### src/rtl/dot_matrix_scan_ctrl.sv
// Column-scan controller for a 16x16 dot-matrix display: host-written frame buffer,
// per-column blank / latch / dwell sequencing toward the column driver pins.
module dot_matrix_scan_ctrl #(
    parameter int DWELL = 1000,
    parameter int BLANK = 4
) (
    input  logic        CLK,
    input  logic        RESET,
    input  logic        ENABLE,
    input  logic        LOAD,
    input  logic [4:0]  column_id,
    input  logic [15:0] in_column,
    input  logic        IN_CLR,
    output logic [3:0]  column_seg,
    output logic [15:0] out_column,
    output logic        COLUMN_CLK,
    output logic        OUT_CLR,
    output logic        frame_start
);

    localparam int MAX_CNT = (DWELL > BLANK) ? DWELL : BLANK;
    localparam int CNT_W   = (MAX_CNT > 1) ? $clog2(MAX_CNT) : 1;
    localparam logic [CNT_W-1:0] BLANK_LOAD = CNT_W'(BLANK - 1);
    localparam logic [CNT_W-1:0] DWELL_LOAD = CNT_W'(DWELL - 1);

    localparam logic [1:0] S_IDLE  = 2'd0;
    localparam logic [1:0] S_BLANK = 2'd1;
    localparam logic [1:0] S_LATCH = 2'd2;
    localparam logic [1:0] S_SHOW  = 2'd3;

    logic [15:0]      frame_buf [16];
    logic [1:0]       state;
    logic [CNT_W-1:0] cnt;

    // Clear beats a same-cycle write; addresses 16-31 are silently dropped.
    always_ff @(posedge CLK or negedge RESET) begin
        if (!RESET) begin
            for (int i = 0; i < 16; i++) frame_buf[i] <= '0;
        end else if (IN_CLR) begin
            for (int i = 0; i < 16; i++) frame_buf[i] <= '0;
        end else if (LOAD && !column_id[4]) begin
            frame_buf[column_id[3:0]] <= in_column;
        end
    end

    always_ff @(posedge CLK or negedge RESET) begin
        if (!RESET) begin
            state       <= S_IDLE;
            cnt         <= '0;
            column_seg  <= '0;
            out_column  <= '0;
            COLUMN_CLK  <= 1'b0;
            OUT_CLR     <= 1'b1;
            frame_start <= 1'b0;
        end else if (!ENABLE) begin
            state       <= S_IDLE;
            cnt         <= '0;
            column_seg  <= '0;
            out_column  <= '0;
            COLUMN_CLK  <= 1'b0;
            OUT_CLR     <= 1'b1;
            frame_start <= 1'b0;
        end else begin
            COLUMN_CLK  <= 1'b0;
            frame_start <= 1'b0;
            case (state)
                S_IDLE: begin
                    state      <= S_BLANK;
                    cnt        <= BLANK_LOAD;
                    column_seg <= '0;
                    out_column <= '0;
                    OUT_CLR    <= 1'b1;
                end
                S_BLANK: begin
                    if (cnt == '0) begin
                        // Data is sampled here so later writes never tear a shown column.
                        state      <= S_LATCH;
                        COLUMN_CLK <= 1'b1;
                        out_column <= frame_buf[column_seg];
                    end else begin
                        cnt <= cnt - CNT_W'(1);
                    end
                end
                S_LATCH: begin
                    state   <= S_SHOW;
                    cnt     <= DWELL_LOAD;
                    OUT_CLR <= 1'b0;
                end
                default: begin
                    if (cnt == '0) begin
                        state       <= S_BLANK;
                        cnt         <= BLANK_LOAD;
                        OUT_CLR     <= 1'b1;
                        out_column  <= '0;
                        column_seg  <= column_seg + 4'd1;
                        frame_start <= (column_seg == 4'd15);
                    end else begin
                        cnt <= cnt - CNT_W'(1);
                    end
                end
            endcase
        end
    end

endmodule

### config.mk
export PLATFORM = sky130hd
export DESIGN_NAME = dot_matrix_scan_ctrl
export DESIGN_NICKNAME = d
export VERILOG_FILES = /design/src/rtl/dot_matrix_scan_ctrl.sv
export SDC_FILE = /design/constraint.sdc
export NUM_CORES = 1
export LEC_CHECK = 0
export CAP_MARGIN = 40
export CORE_MARGIN = 3
export CORE_UTILIZATION = 40
export CTS_BUF_LIST = sky130_fd_sc_hd__clkbuf_4 sky130_fd_sc_hd__clkbuf_8 sky130_fd_sc_hd__clkbuf_16
export DETAILED_ROUTE_END_ITERATION = 6
export HOLD_SLACK_MARGIN = 0.1
export PLACE_DENSITY = 0.63
export SLEW_MARGIN = 20
export SYNTH_ARGS = -nofsm -noshare
export SYNTH_HDL_FRONTEND = slang
export SYNTH_SLANG_ARGS = --single-unit
### constraint.sdc
create_clock -name CLK -period 2.14 [get_ports CLK]
set_input_delay 0.428 -clock CLK [delete_from_list [all_inputs] [get_ports CLK]]
set_output_delay 0.428 -clock CLK [all_outputs]
set_load 0.01 [all_outputs]
# == After elaboration in Yosys (flattened, before gate mapping) ==
# Index checks and enable logic that the tools add are counted.
# totals
reg_bits,291
output_inout_bits,23
inputBits,26
elab_cells,84
# op_classes
muxes,32
add_sub_neg,2
n_eq_ne,10
bitwise,2
n_lt_le_gt_ge,3
reduce_logical,12
# ops
cell,count
256-bit two-way mux,2
256-bit bitwise mux,1
16-bit two-way mux,6
16-bit binary-select mux with 4-bit select,1
16-bit demux with 4-bit select,1
16-bit one-hot mux with 3 select lines,1
10-bit two-way mux,3
10-bit one-hot mux with 3 select lines,1
"5-bit greater-or-equal comparator, second input constant",2
10-bit zero test,1
4-bit inverter with 5-bit output,2
"10-bit by 1-bit subtractor with 10-bit output, second input constant",1
1-bit two-way mux,8
4-bit two-way mux,2
4-bit one-hot mux with 2 select lines,1
2-bit two-way mux,3
"2-bit inequality test, second input constant",3
"3-bit inequality test, second input constant",2
2-bit one-hot mux with 3 select lines,1
2-bit AND reduction,3
"5-bit by 1-bit less-than comparator with 1-bit output, second input constant",1
"4-bit by 1-bit adder with 4-bit output, second input constant",1
"4-bit equality test, second input constant",1
"4-bit by 1-bit inequality test with 1-bit output, second input constant",1
11 further kinds,12

# == Longest topological paths before layout ==
# depth
word_depth,8
mapped_depth,9
ltp_nobuf,6

# == Worst setup path before layout ==
# No wires, ideal clock.
# synth_path
path_kind,reg-to-reg
start,reg cnt[0]
end,reg out_column[10]
required_ps,2012
arrival_ps,2117
path_buffers,3
setup_slack_ps,-105
path_stages_with_launch,10
cell_sequence,dfrtp_1 -> inv_1 -> ha_1 -> or4b_4 -> buf_6 -> or4_1 -> buf_2 -> buf_6 -> nand3_1 -> o211ai_2
# synth_via
elab_chain_cells,3
elab_cells_between_ends,4
classes_between,eq/ne (2); reduce/logical (2)
# synth_rtl
item,line_no,rtl
from (decl),33,logic [CNT_W-1:0] cnt;
from (signal assigned),81,cnt <= cnt - CNT_W'(1);
from (signal assigned),98,cnt <= cnt - CNT_W'(1);
10-bit zero test *,"75, 90",
3-bit inequality test (no source line) or 3-bit by 1-bit inequality test with 1-bit output (tied branches),--,
3-bit AND reduction (no source line) *,--,
to (signal assigned),79,out_column <= frame_buf[column_seg];
to (decl),15,"output logic [15:0] out_column,"
# Mark *: on every way between the ends. The rest lies on a longest branch, timed or not.
# A chain may end at the register's enable or synchronous reset.

# == Worst setup path after layout ==
# layout_path
start,reg cnt[1]
end,reg out_column[11]
# The elaborated chain is that of the path after synthesis.

==> qor.csv <==
stage;metric;value;unit
placement;dpl cell area;0.0162;sq mm
sta;RSZ-0062 raised after global routing;yes;
sta;setup violators final;0;
logic_synthesis;prevailing post-synth register cell;dfrtp_1;
logic_synthesis;Synth Cell Area;0.0143;sq mm
logic_synthesis;Synth Area in Simple Gates;19.4;%
clocking;CTS Root Cell;clkbuf_16;
pwr;maximum VDD drop;0.840;mV
flow_run;max_cap viols;0;
logic_synthesis;Mapped Avg Cell Area;9.53;sq um
sta;Slew @ Worst Pin;464;ps
placement;placer's final routability congestion estimate;0.833;
sta;relative slew slack;68.7;%
sta;pins over their slew limit;0;
pwr;Power Density;939;mW/mm^2
layout;most common cell after layout, fill and taps aside;nand2_1;
logic_synthesis;flops & latches, synth;291;
global_routing;initial antenna violation count;0;
critical_path;Worst setup EP type;flop;
routing;routed vias;11851;
layout;ant diodes;0;
critical_path;Slowest-stage cell, CP;or4b_4;
layout;FILL cells;3161;
die;number of I/O pins;49;
clocking;insertion delay to the later sink of the worst-skew pair;520;ps
logic_synthesis;share of the synthesized area in the top cell type;50.8;%
routing;WL/cell;20.9;um
clocking;maximum clock path buffer count;3;
critical_path;CP Data Required Time;2560;ps
sta;Tcrit/Tclk final;99.4;%
clocking;CTS H-tree lvls;2;
routing;DRT Wirelength;43100;um
die;Core ar.;0.0349;sq mm
critical_path;Arr. time, crit path;2550;ps
clocking;Reg clk slew, reported paths;60;ps
logic_synthesis;Synth Area in Adders;0.526;%
die;initial core utilization;40.9;%
logic_synthesis;post-synthesis mux area share;12.8;%
logic_synthesis;ys async rst share;100;%
logic_synthesis;Mapped Cells;1499;
layout;final net count;1611;
global_routing;largest net degree at the start of global routing;83;
placement;Place WS;-214;ps
logic_synthesis;leading area contributor after synthesis;dfrtp_1;
logic_synthesis;sequential area share after synthesis;51.0;%
sta;f_max;470;MHz
logic_synthesis;main combinational cell family by area after synthesis;simple AND/OR/NAND/NOR gates;
global_routing;grt ovf;0;
clocking;TritonCTS Sinks;291;
global_routing;All-Layer GR Usage;22.3;%
global_routing;vias in the first global route;11743;
global_routing;first-pass GRT wire length;67700;um
critical_path;cells along the critical path;inv_2 -> ha_4 -> or4b_4 -> nor4_4 -> buf_4 -> buf_12 -> nand3b_4 -> o211ai_1;
critical_path;worst-path fanout max;8;
logic_synthesis;yosys warns;0;
logic_synthesis;Synth Area in XOR/XNOR;0.123;%
sta;post-route minimum period;2130;ps
layout;commonest cells after routing, fill and taps aside;468 x nand2_1, 287 x dfrtp_1, 264 x a21oi_1, 97 x buf_4, 78 x nand3_1;
min_path;Hold Crit Class;in -> reg;
sta;Final Hold Viols;0;
clocking;Inserted Clock Buffers;34;
routing;Residual DRC;0;
layout;layout cell share with drive strength beyond 1;20.4;%
die;cell row count;68;
routing;DRT Pass-1 Iters;5;
pwr;Leakage;7.10;nW
sta;Fin Hold WS;233;ps
pwr;Power Total;16.6;mW
critical_path;nature of the critical path startpoint;flop;
logic_synthesis;number of synthesized flops with an enable pin;0;
die;die area;0.0380;sq mm
critical_path;CP delay by family, top;simple AND/OR/NAND/NOR gates;
logic_synthesis;Syn Nets;1531;
layout;Layout Utilization;50.6;%
sta;PnR worst setup slack;13.5;ps
layout;Area growth syn-to-layout;23.7;%
critical_path;worst path bufs/invs;3;
placement;Final HPWL DP;26900;um
outcome;run status;finished clean;
routing;DRT iter0 DRCs;1160;
layout;Design Area, Final;0.0177;sq mm
placement;port buffer count;48;
clocking;CTS tree;yes;
critical_path;CP max stage delay;540;ps
logic_synthesis;largest cells by area after synthesis;dfrtp_1 51%, nand2_1 12%, mux4_2 10%;
logic_synthesis;Synth cell types;56;
sta;Clock Skew;15.6;ps
logic_synthesis;complex-gate fraction of the synthesized area;11.7;%
routing;DR vias/cell;5.76;
routing;Antenna Nets Post-Route;0;
die;Die W;195;um
die;die span in y;195;um
critical_path;Crit Path Category;reg -> reg;
logic make-up (layout without fill, tap and decap cells):
family / after synthesis / after routing
mux: 101 / 101
xor+xnor: 2 / 2
compound gates: 309 / 309
buf+inv: 152 / 254
fa+ha+maj: 6 / 6
flops: 291 / 291
simple gates: 638 / 639
report_power, final:
| group | leakage, nW | internal, mW | switching (mW) |
|---|---|---|---|
| logic | 2.46 | 2.05 | 2.54 |
| clock network | 0.597 | 3.89 | 2.32 |
| registers | 4.04 | 5.65 | 0.136 |
| total | 7.10 | 11.6 | 5.00 |
flip-flops by register name (all words and copies together) (netlist names):
name / flops
frame_buf: 256
out_column: 16
cnt: 10
column_seg: 4
state: 2
COLUMN_CLK: 1
OUT_CLR: 1
frame_start: 1
layout make-up:
class | count | area [sq um] | share of cell area [%]
Timing Repair Buffer | 188 | 2060 | 11.7
Sequential cell | 291 | 7290 | 41.3
Clock buffer | 49 | 1050 | 5.93
Tap cell | 455 | 569 | 3.22
Inverter | 7 | 26.3 | 0.149
Multi-Input combinational cell | 1057 | 6510 | 36.9
Clock inverter | 10 | 159 | 0.900
per-layer routing:
layer	global-route usage, %	wire [um]	vias to the layer above
li1	-	-	5317
met1	32.1	18500	6009
met2	35.5	20600	462
met3	3.66	3170	63
met4	5.78	807	0
met5	0	0	-
timing repair:
item                                   in CTS  in global routing
setup endpoints to repair                  13                 23
endpoints found under the hold margin      40                  0
cloned                                      2                  2
setup buffers                               5                  5
pin swaps                                   0                 11
resized for setup                           6                 10
hold buffers                                1                  0
per-stage QoR:
step,std cells,TNS [ps]
global placement,1983,-16050
floorplan,1499,-216
global route,2057,-319
CTS,2050,0
detailed placement,1983,-22780
finish,2057,0
Yosys cell counts (all sizes together), types with 2 or more instances:
cell	count
nor4b	2
mux4	64
and3	2
a31oi	2
nor4bb	2
nand4	10
a21o	2
o211ai	15
dfrtp	290
nor3	8
a311oi	3
and2	4
ha	6
clkbuf	114
nor4	2
nand3	91
buf	31
inv	7
mux2i	20
o21ai	11
nor2	18
nand2b	4
or4b	2
nand3b	2
or4	2
nand2	468
nand4b	10
a21oi	265
nor2b	7
mux2	17
a31o	2
path summary, 6_finish.rpt:
kind | start | slack, ps | end | cells after the start
setup / recovery | cnt[1] | 10 | out_column[11] | 8
hold / removal | IN_CLR | 230 | frame_buf[68] | 2
setup reg to reg | cnt[1] | 10 | out_column[11] | 8
hold reg to reg | frame_buf[20] | 520 | frame_buf[20] | 2
max in group asynchronous | RESET | 980 | frame_buf[115] | 3
min in group asynchronous | RESET | 420 | cnt[4] | 2
(Power assumes the default switching activity.)
